[src/rtl/health_controller.sv]
// health_controller: owns player and boss hit-points, invulnerability and
// boss-hit pacing counters, and the game-over / win flags for the game FSM.
module health_controller #(
  parameter int PLAYER_MAX      = 3,
  parameter int BOSS_MAX        = 6,
  parameter int INVULN_CYCLES   = 50_000_000,
  parameter int BOSS_GAP_CYCLES = 25_000_000
) (
  input  logic       clk,
  input  logic       rst_n,
  input  logic       start,
  input  logic       player_hit,
  input  logic       boss_hit,
  input  logic       boss_trigger,
  output logic [1:0] health,
  output logic [2:0] boss_health,
  output logic       boss,
  output logic       invuln,
  output logic       hurt,
  output logic       game_over,
  output logic       win
);

  localparam int IW = (INVULN_CYCLES < 2) ? 1 : $clog2(INVULN_CYCLES + 1);
  localparam int GW = (BOSS_GAP_CYCLES < 2) ? 1 : $clog2(BOSS_GAP_CYCLES + 1);

  typedef enum logic [2:0] {
    S_IDLE = 3'd0,
    S_PLAY = 3'd1,
    S_BOSS = 3'd2,
    S_DEAD = 3'd3,
    S_WON  = 3'd4
  } state_t;

  state_t          r_state;
  logic [1:0]      r_health;
  logic [2:0]      r_boss_health;
  logic            r_boss;
  logic            r_hurt;
  logic            r_game_over;
  logic            r_win;
  logic [IW-1:0]   r_inv_cnt;
  logic [GW-1:0]   r_gap_cnt;

  logic            r_start_q;
  logic            r_phit_q;
  logic            r_bhit_q;
  logic            r_btrig_q;

  logic            w_start_ev;
  logic            w_phit_ev;
  logic            w_bhit_ev;
  logic            w_btrig_ev;
  logic            w_in_game;
  logic            w_p_acc;
  logic            w_p_lethal;
  logic            w_b_acc;
  logic            w_b_lethal;

  // Saturating decrements: hit-points and counters stop at zero, never wrap.
  function automatic logic [1:0] dec_health(input logic [1:0] v);
    return (v == 2'd0) ? 2'd0 : v - 2'd1;
  endfunction

  function automatic logic [2:0] dec_boss(input logic [2:0] v);
    return (v == 3'd0) ? 3'd0 : v - 3'd1;
  endfunction

  function automatic logic [IW-1:0] dec_inv(input logic [IW-1:0] v);
    return (v == '0) ? '0 : v - IW'(1);
  endfunction

  function automatic logic [GW-1:0] dec_gap(input logic [GW-1:0] v);
    return (v == '0) ? '0 : v - GW'(1);
  endfunction

  // Rising-edge events: a held level produces a single event.
  assign w_start_ev = start        & ~r_start_q;
  assign w_phit_ev  = player_hit   & ~r_phit_q;
  assign w_bhit_ev  = boss_hit     & ~r_bhit_q;
  assign w_btrig_ev = boss_trigger & ~r_btrig_q;

  // A hit is accepted only in a live state, outside its blocking window,
  // and only while there are hit-points left to take away.
  assign w_in_game  = (r_state == S_PLAY) || (r_state == S_BOSS);
  assign w_p_acc    = w_in_game && w_phit_ev && (r_inv_cnt == '0) && (r_health != 2'd0);
  assign w_p_lethal = w_p_acc && (r_health == 2'd1);
  assign w_b_acc    = (r_state == S_BOSS) && w_bhit_ev && (r_gap_cnt == '0) &&
                      (r_boss_health != 3'd0);
  assign w_b_lethal = w_b_acc && (r_boss_health == 3'd1);

  assign health      = r_health;
  assign boss_health = r_boss_health;
  assign boss        = r_boss;
  assign invuln      = (r_inv_cnt != '0);
  assign hurt        = r_hurt;
  assign game_over   = r_game_over;
  assign win         = r_win;

  // Previous-value registers for the edge detectors.
  always_ff @(posedge clk or negedge rst_n) begin
    if (!rst_n) begin
      r_start_q <= 1'b0;
      r_phit_q  <= 1'b0;
      r_bhit_q  <= 1'b0;
      r_btrig_q <= 1'b0;
    end else begin
      r_start_q <= start;
      r_phit_q  <= player_hit;
      r_bhit_q  <= boss_hit;
      r_btrig_q <= boss_trigger;
    end
  end

  // Game FSM with registered hit-points, counters and flags.
  always_ff @(posedge clk or negedge rst_n) begin
    if (!rst_n) begin
      r_state       <= S_IDLE;
      r_health      <= 2'd0;
      r_boss_health <= 3'd0;
      r_boss        <= 1'b0;
      r_hurt        <= 1'b0;
      r_game_over   <= 1'b0;
      r_win         <= 1'b0;
      r_inv_cnt     <= '0;
      r_gap_cnt     <= '0;
    end else begin
      r_hurt    <= 1'b0;
      r_inv_cnt <= dec_inv(r_inv_cnt);
      r_gap_cnt <= dec_gap(r_gap_cnt);
      if (w_start_ev) begin
        // Restart from any state wins over every same-cycle hit.
        r_state       <= S_PLAY;
        r_health      <= 2'(PLAYER_MAX);
        r_boss_health <= 3'd0;
        r_boss        <= 1'b0;
        r_game_over   <= 1'b0;
        r_win         <= 1'b0;
        r_inv_cnt     <= '0;
        r_gap_cnt     <= '0;
      end else begin
        case (r_state)
          S_PLAY, S_BOSS: begin
            if (w_p_acc) begin
              r_health  <= dec_health(r_health);
              r_hurt    <= 1'b1;
              r_inv_cnt <= IW'(INVULN_CYCLES);
            end
            if (w_b_acc) begin
              r_boss_health <= dec_boss(r_boss_health);
              r_gap_cnt     <= GW'(BOSS_GAP_CYCLES);
            end
            if (w_p_lethal) begin
              // Player death outranks a simultaneous boss kill.
              r_state     <= S_DEAD;
              r_game_over <= 1'b1;
              r_inv_cnt   <= '0;
              r_gap_cnt   <= '0;
            end else if (w_b_lethal) begin
              r_state <= S_WON;
              r_win   <= 1'b1;
            end else if ((r_state == S_PLAY) && w_btrig_ev) begin
              r_state       <= S_BOSS;
              r_boss_health <= 3'(BOSS_MAX);
              r_boss        <= 1'b1;
            end
          end
          S_DEAD: begin
            r_inv_cnt <= '0;
            r_gap_cnt <= '0;
          end
          default: ;
        endcase
      end
    end
  end

endmodule

[config.mk]
export PLATFORM = sky130hd
export DESIGN_NAME = health_controller
export DESIGN_NICKNAME = d
export VERILOG_FILES = /design/src/rtl/health_controller.sv
export SDC_FILE = /design/constraint.sdc
export NUM_CORES = 1
export LEC_CHECK = 0
export ABC_AREA = 1
export CAP_MARGIN = 20
export CELL_PAD_IN_SITES_DETAIL_PLACEMENT = 0
export CELL_PAD_IN_SITES_GLOBAL_PLACEMENT = 2
export CORE_MARGIN = 2
export CORE_UTILIZATION = 36
export DETAILED_ROUTE_END_ITERATION = 8
export GPL_TIMING_DRIVEN = 0
export PLACE_DENSITY = 0.84
export SLEW_MARGIN = 20
export SYNTH_ARGS = -nofsm -noshare
export SYNTH_HDL_FRONTEND = slang
export SYNTH_SLANG_ARGS = --single-unit
[constraint.sdc]
create_clock -name clk -period 2.13 [get_ports clk]
set_clock_uncertainty 0.05 [all_clocks]
set_input_delay 0.426 -clock clk [delete_from_list [all_inputs] [get_ports clk]]
set_output_delay 0.426 -clock clk [all_outputs]
set_load 0.01 [all_outputs]
# After elaboration in Yosys (flattened, before gate mapping)
# Cells that the tools add are included.
[totals] input_bits=6 word_cells=102 ff_bits=67 out_inout_bits=10
[classes] n_eq_ne=7 reduce_logical=29 n_mux=41 add_sub_neg=4 bitwise_logic=8
[op_table] op="$mux W26" n=4
[op_table] op="$mux W25" n=4
[op_table] op="$pmux W26 S2" n=1
[op_table] op="$pmux W25 S2" n=1
[op_table] op="$mux W3" n=12
[op_table] op="$logic_not A26 Y1" n=1
[op_table] op="$reduce_bool A26 Y1" n=1
[op_table] op="$sub A26 B1 Y26 const B" n=1
[op_table] op="$logic_not A25 Y1" n=1
[op_table] op="$sub A25 B1 Y25 const B" n=1
[op_table] op="$mux W1" n=15
[op_table] op="$reduce_bool A2 Y1" n=6
[op_table] op="$logic_and A1 B1 Y1" n=9
[op_table] op="$mux W2" n=4
[op_table] op="$eq A3 B1 Y1 const B" n=2
[op_table] op="$eq A3 B2 Y1 const B" n=2
[op_table] op="$reduce_and A2 Y1" n=3
[op_table] op="$and A1 B1 Y1" n=4
[op_table] op="$ne A2 B2 Y1 const B" n=2
[op_table] op="$not A1 Y1" n=4
[op_table] op="$reduce_and A4 Y1" n=1
[op_table] op="$reduce_bool A4 Y1" n=1
[op_table] op="$logic_not A3 Y1" n=1
[op_table] op="$reduce_and A3 Y1" n=1
[op_table] op="other kinds (7)" n=7

# Longest topological paths before layout
# Gate-level depths: netlist of run 1.
[depth] word_depth=11 mapped_depth=12 depth_no_buf=12

# Least setup slack after synthesis of run 1
# OpenSTA, ideal clock, no wires.
[synth_path] path_kind="register -> register" from="register r_inv_cnt[0]" to="register r_inv_cnt[11]" arrival_ps=1639 required_time_ps=1959 setup_slack_ps=320 path_stages_with_launch=13 setup_ps=121 path_buffers=1 period_less_slack_ps=1810 path_cell_list="dfrtp_1 inv_1 ha_1 inv_1 nor3_1 nand3_1 nor2_4 nand3_4 nand2_2 nand2_4 nand2_2 buf_6 nor2_2"
[synth_via] elab_chain_len=7 elab_cells_between_ends=10 classes_between="add/sub (1); mux (5); reduce/logical (4)"
[synth_rtl] element="start: declaration" line_no="42" rtl="logic [IW-1:0] r_inv_cnt;"
[synth_rtl] element="start signal: assignment" line_no="129" rtl="r_inv_cnt <= dec_inv(r_inv_cnt);"
[synth_rtl] element="start signal: assignment" line_no="147" rtl="r_inv_cnt <= IW'(INVULN_CYCLES);"
[synth_rtl] element="parallel branches: the longest is 5 deep, another holds $sub A26 B1 Y26"
[synth_rtl] element="$pmux W26 S2 *" line_no="142" rtl="case (r_state)"
[synth_rtl] element="$mux W26 *" line_no="131" rtl="if (w_start_ev) begin"
# Mark *: on every way between the ends.
# A chain may end at the register's enable or synchronous reset.

# Worst setup path in the final report of run 1
[layout_path] from="register r_inv_cnt[0]" to="output invuln"
[layout_via] elab_chain_len=1
[layout_rtl] element="$reduce_bool A26 Y1" line_no="95" rtl="assign invuln = (r_inv_cnt != '0);"
[layout_rtl] element="end: declaration" line_no="18" rtl="output logic invuln,"
# Every way passes these cells.

==> results_dict.tcl, run 1 <==
set metrics [dict create \
    ant_nets 0 \
    synth_cell_type_count 25 \
    vias_per_cell 4.60 \
    hold_viol_final 0 \
    tightest_slew_ps 679 \
    drive_gt1_frac 0.150 \
    utilization 0.432 \
    remaining_drc_errors 0 \
    crit_fanout 4 \
    place_area_sq_um 4090 \
    hold_class "reg2reg" \
    cts_sinks 67 \
    core_sq_um 10200 \
    ir_drop_uv 587 \
    whs_endpoint "r_gap_cnt[0]" \
    num_rows 37 \
    drtIter0Drc 113 \
    cts_buffers 9 \
    dieArea_sq_um 11300 \
    track_usage 0.160 \
    seq_area_frac_synth 0.447 \
    die_y_um 106 \
    power.density_nw_per_um2 1640 \
    hold_start "r_gap_cnt[0]" \
    hold_path_depth 1 \
    synthTopCellsByArea "dfrtp_1, nand2_1, nor2_1, nand3_1, inv_1" \
    cts_tree "done" \
    finalSetupViolations 0 \
    nFillCells 1057 \
    syn_area_sq_um 3750 \
    fin_crit_sh 0.991 \
    wl_per_cell_um 12.6 \
    period_needed_ps 2110 \
    final_common_cell "nand2_1" \
    path_class "reg2out" \
    synth_largest_area_cell "dfrtp_1" \
    final_cell_area_sq_um 4420 \
    slew_headroom 0.546 \
    overflow 0 \
    reg2regPathDepth 10 \
    num_vias 3050 \
    htreeDepth 3 \
    grt_pass1_vias 2923 \
    synth_top_cell_area_share 0.447 \
    hpwl_um 6160 \
    io_buffer_count 15 \
    fin_cells 663 \
    avgSynthCellArea_sq_um 7.71 \
    drv_cap 0 \
    dieWidth_um 106 \
    dr.pass1.iters 4 \
    report.final.slew_viol_count 0 \
    start_kind "flip-flop" \
    place_ws_ps -514 \
    rsz0062_at_grt "yes" \
    wl_um 8360 \
    diodes 0 \
    synth_cells 487 \
    p_leak_uw 0.00223 \
    end_kind "primary output" \
    yosys_warnings 0 \
    status "completed" \
    initial_utilization 0.367 \
    grt_pass1_wl_um 14100 \
    syn-num-nets 498 \
    r2r_start "r_gap_cnt[0]" \
    area_delta_synth_final_pct 17.8 \
    final_cell_mix "nand2_1, nor2_1, dfrtp_1" \
    gp_congestion 0.796 \
    synth_seq_cells 67 \
    dp_cells 639 \
    grt_max_degree 37 \
    clk_pin_slew_ps 70 \
    io_pins 16 \
    reg2reg_slack_ps 120 \
    antenna_found_initial 0 \
    fin_nets 533 \
    clkLatencyLatePin_ps 350 \
    cts_max_path_buffers 2 \
    setup_ws_ps 20.0 \
    fmax_mhz 474 \
    required_ps 1650 \
    cp.arrival_ps 1630 \
    r2r-end "r_gap_cnt[3]" \
    clockRootBuffer "clkbuf_8" \
]
## what timing repair did
| action | in CTS | in global routing |
|---|---|---|
| setup endpoints to repair | 32 | 53 |
| buffers inserted | 2 | 5 |
| resized for setup | 9 | 22 |
| hold buffers | 1 | 0 |
| hold endpoints to repair | 31 | 0 |
| pin swaps | 3 | 5 |
## synth_stat cells
| cell type | instances |
|---|---|
| nand2_1 | 105 |
| nor2_1 | 96 |
| dfrtp_1 | 67 |
| inv_1 | 50 |
| nand3_1 | 41 |
| a21oi_1 | 21 |
| xor2_1 | 19 |
| nor2_2 | 17 |
| xnor2_1 | 15 |
| nor3_1 | 10 |
| nand2_2 | 8 |
| nand4_1 | 7 |
| ha_1 | 5 |
| buf_6 | 4 |
| o21ai_0 | 4 |
| nor2_4 | 3 |
| o21bai_1 | 3 |
| clkinv_1 | 2 |
| inv_2 | 2 |
| nand3_2 | 2 |
| nand3b_1 | 2 |
| nand2_4 | 1 |
| nand3_4 | 1 |
| o31ai_1 | 1 |
| or2_2 | 1 |
## sequential cells by signal, indices dropped and copies added (netlist names)
name         cells
r_start_q        1
boss_health      3
boss             1
hurt             1
r_gap_cnt       25
r_phit_q         1
r_state          3
r_inv_cnt       26
r_bhit_q         1
health           2
win              1
game_over        1
r_btrig_q        1
## report_power, final
group	leakage (uW)	internal, uW	switching (uW)	total, uW
logic	0.00126	1650	2620	4270
registers	0.000886	1670	362	2030
clock network	0.0000905	484	485	969
total	0.00223	3800	3460	7260
## stage by stage
step                      power, uW  TNS (ps)  hold WS (ps)
after floorplan                5170         0          80.4
final                          7260         0           376
after global placement         6050   -140800           367
after global routing           8000      -113           393
after detailed placement       6070    -18920           355
after CTS                      7130      -101           384
## worst max path at each step
stage	start	endpoint	slack, ps	cells after the start
after detailed placement	start	r_gap_cnt[13]	-510	6
after floorplan	r_inv_cnt[0]	r_inv_cnt[11]	320	12
after global routing	r_inv_cnt[0]	invuln	-110	8
after global placement	rst_n	r_gap_cnt[1]	-1860	1
final	r_inv_cnt[0]	invuln	20	8
after CTS	r_inv_cnt[0]	invuln	-100	8
## final cells by class
cell class	instances	area, sq um	share of cell area
Clock inverter	2	10.0	0.00226
Buffer	4	57.6	0.0130
Multi-Input combinational cell	362	1910	0.431
Tap cell	136	170	0.0385
Timing Repair Buffer	24	231	0.0524
Sequential cell	67	1680	0.379
Clock buffer	14	163	0.0368
Inverter	54	206	0.0467
## worst max-delay path, stage by stage (launching register included)
cell	delay (ps)
dfrtp_1	390
inv_2	100
ha_4	150
inv_2	30
nor3_2	160
nand3_2	120
nor2_4	140
inv_2	70
buf_6	120
## metal layers
metal,up-vias,GRT usage,part of all wire
li1,1597,-,-
met1,1410,0.203,0.48
met2,36,0.259,0.48
met3,7,0.0552,0.037
met4,0,0.0442,0.011
met5,-,0,0
## logic make-up after synthesis
logic type               share of synthesized area
buffers and inverters                       0.0660
AND/OR/NAND/NOR                              0.350
adder cells (fa/ha/maj)                     0.0167
flip-flops                                   0.447
AO/OA/AOI/OAI                               0.0413
XOR/XNOR                                    0.0793
Note: power is estimated with default switching activity, not from simulation.
==> run 2, diff against run 1 <==
--- a/config.mk
+++ b/config.mk
@@ -13,7 +13,7 @@
 export CORE_UTILIZATION = 36
 export DETAILED_ROUTE_END_ITERATION = 8
 export GPL_TIMING_DRIVEN = 0
-export PLACE_DENSITY = 0.84
+export PLACE_DENSITY_LB_ADDON = 0.1
 export SLEW_MARGIN = 20
 export SYNTH_ARGS = -nofsm -noshare
 export SYNTH_HDL_FRONTEND = slang
==> run 2 against run 1 <==
Net effect: total power is 1.8% higher; largest cell class unchanged; global-route usage up 0.75 points; register-to-register slack better by 20 ps; largest power group unchanged; clock power rose by 6%; fmax up 2.1%.
==> results_dict.tcl, run 2 (synthesis results as in run 1) <==
set metrics [dict create \
    reg2reg_slack_ps 140 \
    r2r-end "r_inv_cnt[3]" \
    path_class "reg2out" \
    grt_pass1_wl_um 14600 \
    num_rows 37 \
    crit_start "r_inv_cnt[1]" \
    grt_pass1_vias 3055 \
    hold_viol_final 0 \
    reg_top3 "r_inv_cnt: 26 flops, r_gap_cnt: 25 flops" \
    fin_nets 533 \
    period_needed_ps 2070 \
    track_usage 0.167 \
    hold_path_depth 1 \
    finalSetupViolations 0 \
    fin_crit_sh 0.970 \
    largest_register_ff_count 26 \
    die_y_um 106 \
    final_common_cell "nand2_1" \
    vias_per_cell 4.64 \
    hold_ws_ps 376 \
    initial_utilization 0.367 \
    io_buffer_count 15 \
    end_kind "primary output" \
    utilization 0.432 \
    cp.arrival_ps 1590 \
    p_leak_uw 0.00224 \
    crit_fanout 4 \
    r2r_start "r_inv_cnt[1]" \
    dr.pass1.iters 4 \
    reg2regPathDepth 13 \
    clk_pin_slew_ps 70 \
    wl_per_cell_um 13.1 \
    status "completed" \
    cts_tree "done" \
    cts_buffers 9 \
    htreeDepth 3 \
    drv_cap 0 \
    io_pins 16 \
    area_delta_synth_final_pct 17.8 \
    ir_drop_uv 596 \
    core_sq_um 10200 \
    hold_class "reg2reg" \
    grt_max_degree 36 \
    hpwl_um 6590 \
    diodes 0 \
    ant_nets 0 \
    cts_max_path_buffers 2 \
    gp_congestion 0.786 \
    dieArea_sq_um 11300 \
    power.density_nw_per_um2 1670 \
    setup_ws_ps 64.2 \
    final_cell_area_sq_um 4420 \
    total_power_uw 7390 \
    cts_sinks 67 \
    overflow 0 \
    place_ws_ps -501 \
    tightest_slew_ps 485 \
    antenna_found_initial 0 \
    fmax_mhz 484 \
    clockRootBuffer "clkbuf_8" \
    remaining_drc_errors 0 \
    report.final.slew_viol_count 0 \
    clkLatencyLatePin_ps 350 \
    drtIter0Drc 100 \
    regMostFlops "r_inv_cnt" \
    required_ps 1650 \
    wl_um 8690 \
    place_area_sq_um 4090 \
    num_vias 3078 \
    rsz0062_at_grt "yes" \
    drive_gt1_frac 0.154 \
    final_cell_mix "nand2_1, nor2_1, dfrtp_1" \
    start_kind "flip-flop" \
    dieWidth_um 106 \
    slew_headroom 0.677 \
    crit_end "invuln" \
]
[run 2: routing by layer]
metal | GRT usage | vias up | part of all wire | wire [um]
li1 | - | 1603 | - | -
met1 | 0.210 | 1440 | 0.47 | 4100
met2 | 0.280 | 19 | 0.49 | 4230
met3 | 0.0258 | 16 | 0.015 | 127
met4 | 0.0855 | 0 | 0.027 | 233
met5 | 0 | - | 0 | 0
[run 2: power by group]
part	internal (uW)	switching, uW
clock	550	480
sequential	1670	370
combinational	1670	2660
total	3880	3510
[run 2: what timing repair did]
item	in CTS	in global routing
setup endpoints to repair	41	48
buffers inserted	2	5
endpoints found under the hold margin	25	0
hold buffers	1	0
gates resized for setup	13	16
pin swaps	3	4
[run 2: worst min path at each step]
stage                       startpoint  slack (ps)      endpoint
final                     r_gap_cnt[0]         380  r_gap_cnt[0]
after global routing      r_gap_cnt[0]         400  r_gap_cnt[0]
after CTS                 r_gap_cnt[0]         380  r_gap_cnt[0]
after detailed placement         rst_n         370  r_inv_cnt[3]
after global placement    r_gap_cnt[0]         370  r_gap_cnt[0]
after floorplan                  rst_n          80          boss
[run 2: layout make-up]
type	instances	area (sq um)
timing repair buffer	24	231
tap	136	170
multi-input combinational	362	1900
clock inverter	1	5.00
fill	1103	5810
inverter	54	203
clock buffer	15	186
sequential	67	1680
buffer	4	52.6
[run 2: critical path: stages (launching register included)]
cell     delay, ps
dfrtp_1        390
inv_2           80
ha_4           130
inv_2           40
nor3_4         170
nand3_2        110
nor2_4         140
inv_2           60
buf_6          120
[run 2: through the flow]
step	setup TNS [ps]	std cells
after detailed placement	-19370	639
after CTS	0	658
after floorplan	0	487
after global routing	-76.0	663
final	0	663
after global placement	-149730	638
==> run 3, diff against run 2 <==
--- a/config.mk
+++ b/config.mk
@@ -11,6 +11,7 @@
 export CELL_PAD_IN_SITES_GLOBAL_PLACEMENT = 2
 export CORE_MARGIN = 2
 export CORE_UTILIZATION = 36
+export CTS_CLUSTER_SIZE = 12
 export DETAILED_ROUTE_END_ITERATION = 8
 export GPL_TIMING_DRIVEN = 0
 export PLACE_DENSITY_LB_ADDON = 0.1
@@ -18,3 +19,4 @@
 export SYNTH_ARGS = -nofsm -noshare
 export SYNTH_HDL_FRONTEND = slang
 export SYNTH_SLANG_ARGS = --single-unit
+export TNS_END_PERCENT = 1
==> run 3 against run 2 <==
Net effect: critical path type unchanged; hold slack is essentially flat; sequential share of layout area barely moved; via count decreased by 0.65%; sequential power about the same; clock power barely moved; die area unchanged; flip-flop and latch count did not move; non-clock buffer count is 1 lower; highest routed layer unchanged.
==> results_dict.tcl, run 3 (synthesis results as in run 1) <==
set metrics [dict create \
    status "completed" \
    crit_fanout 4 \
    final_common_cell "nand2_1" \
    critical_path.top_delay_family "simple AND/OR/NAND/NOR gates" \
    crit_buf_inv 4 \
    max_stage_delay_ps 380 \
    io_pins 16 \
    slew_headroom 0.643 \
    critPathSlowestCell "dfrtp_1" \
    cts_buffers 9 \
    ir_drop_uv 597 \
    hold_class "reg2reg" \
    clk_pin_slew_ps 70 \
    cts_tree "done" \
    gp_congestion 0.786 \
    report.final.slew_viol_count 0 \
    place_area_sq_um 4090 \
    start_kind "flip-flop" \
    setup_ws_ps 65.2 \
    overflow 0 \
    power.density_nw_per_um2 1660 \
    period_needed_ps 2060 \
    diodes 0 \
    clockRootBuffer "clkbuf_8" \
    finalSetupViolations 0 \
    remaining_drc_errors 0 \
    track_usage 0.168 \
    reg_top3 "r_inv_cnt: 26 flops, r_gap_cnt: 25 flops" \
    combPwrFrac 0.584 \
    seq_power_share 0.276 \
    place_ws_ps -501 \
    wl_um 8670 \
    cp.arrival_ps 1590 \
    fmax_mhz 484 \
    cp_common_cell "inv_1" \
    num_rows 37 \
    cts_sinks 67 \
    tightest_slew_ps 534 \
    drtIter0Drc 104 \
    reg2regPathDepth 13 \
    grt_pass1_wl_um 14700 \
    largest_register_ff_count 26 \
    drv_cap 0 \
    switchingPower_uw 3490 \
    cp_cell_sequence "inv_1, ha_4, inv_1, nor3_2, nand3_1, nor2_4, inv_2, buf_6" \
    regMostFlops "r_inv_cnt" \
    hold_ws_ps 376 \
    io_buffer_count 15 \
    hpwl_um 6590 \
    p_sw_frac 0.474 \
    p_clk_frac 0.140 \
    die_y_um 106 \
    path_class "reg2out" \
    hold_path_depth 1 \
    required_ps 1650 \
    area_delta_synth_final_pct 17.7 \
    final_cell_area_sq_um 4420 \
    fin_crit_sh 0.969 \
    intPower_uw 3860 \
    fin_nets 532 \
    ant_nets 0 \
    dieWidth_um 106 \
    htreeDepth 3 \
    antenna_found_initial 0 \
    clkLatencyLatePin_ps 350 \
    p_leak_uw 0.00224 \
    dr.pass1.iters 4 \
    total_power_uw 7350 \
    vias_per_cell 4.62 \
    grt_max_degree 36 \
    final_cell_mix "nand2_1, nor2_1, dfrtp_1" \
    path_depth 8 \
    num_vias 3058 \
    core_sq_um 10200 \
    end_kind "primary output" \
    grt_pass1_vias 3055 \
    drive_gt1_frac 0.148 \
    rsz0062_at_grt "yes" \
    initial_utilization 0.367 \
    utilization 0.432 \
    hold_viol_final 0 \
    dieArea_sq_um 11300 \
    cts_max_path_buffers 2 \
    wl_per_cell_um 13.1 \
]
==> run 3: layout make-up <==
class                           instances  area, sq um
Timing Repair Buffer                   23          224
Inverter                               54          206
Clock buffer                           15          186
Sequential cell                        67         1680
Fill cell                            1103         5810
Multi-Input combinational cell        362         1890
Tap cell                              136          170
Clock inverter                          1         5.00
Buffer                                  4         57.6
==> run 3: metal layers <==
metal / wire (um) / vias up / global-route usage
met5: 0 / - / 0
met4: 233 / 0 / 0.0855
met3: 121 / 16 / 0.0264
met2: 4190 / 17 / 0.279
met1: 4120 / 1425 / 0.211
li1: - / 1600 / -
==> run 3: metrics by stage <==
step / std cells / setup TNS (ps)
final: 662 / 0
after global routing: 662 / -158
after detailed placement: 639 / -19370
after CTS: 658 / -167
after global placement: 638 / -149730
after floorplan: 487 / 0
==> run 3: final timing paths <==
check,slack [ps],start,end
hold reg to reg,380,r_gap_cnt[0],r_gap_cnt[0]
hold / removal,380,r_gap_cnt[0],r_gap_cnt[0]
setup / recovery,70,r_inv_cnt[1],invuln
setup reg to reg,150,r_inv_cnt[1],r_inv_cnt[3]
max in group asynchronous,950,rst_n,r_gap_cnt[17]
min in group asynchronous,530,rst_n,r_inv_cnt[23]
==> run 3: repair_timing <==
item,in CTS,in global routing
resized for setup,5,23
pin swaps,3,4
endpoints found under the hold margin,25,0
setup buffers,2,4
hold buffers,1,0
endpoints found under the setup margin,41,50
==> run 3: power groups by stage <==
stage / Sequential [uW] / Combinational, uW / Clock (uW)
6_report: 2030 / 4290 / 1030
5_1_grt: 2090 / 4880 / 1140
4_1_cts: 2030 / 4190 / 1090
3_5_place_dp: 2050 / 4080 / 0
3_3_place_gp: 2050 / 4060 / 0
2_1_floorplan: 1980 / 3190 / 0
==> run 3: worst register-to-register path, cell delays in order, from the launching register on <==
cell and delay (ps):
dfrtp_1 380, inv_1 100, ha_4 140, inv_1 40, nor3_2 130, nand3_1 130
nor2_4 150, buf_4 150, nand3_4 80, nand2_2 80, nand2_4 120, nand2_4 140
buf_12 160, nor2_2 40
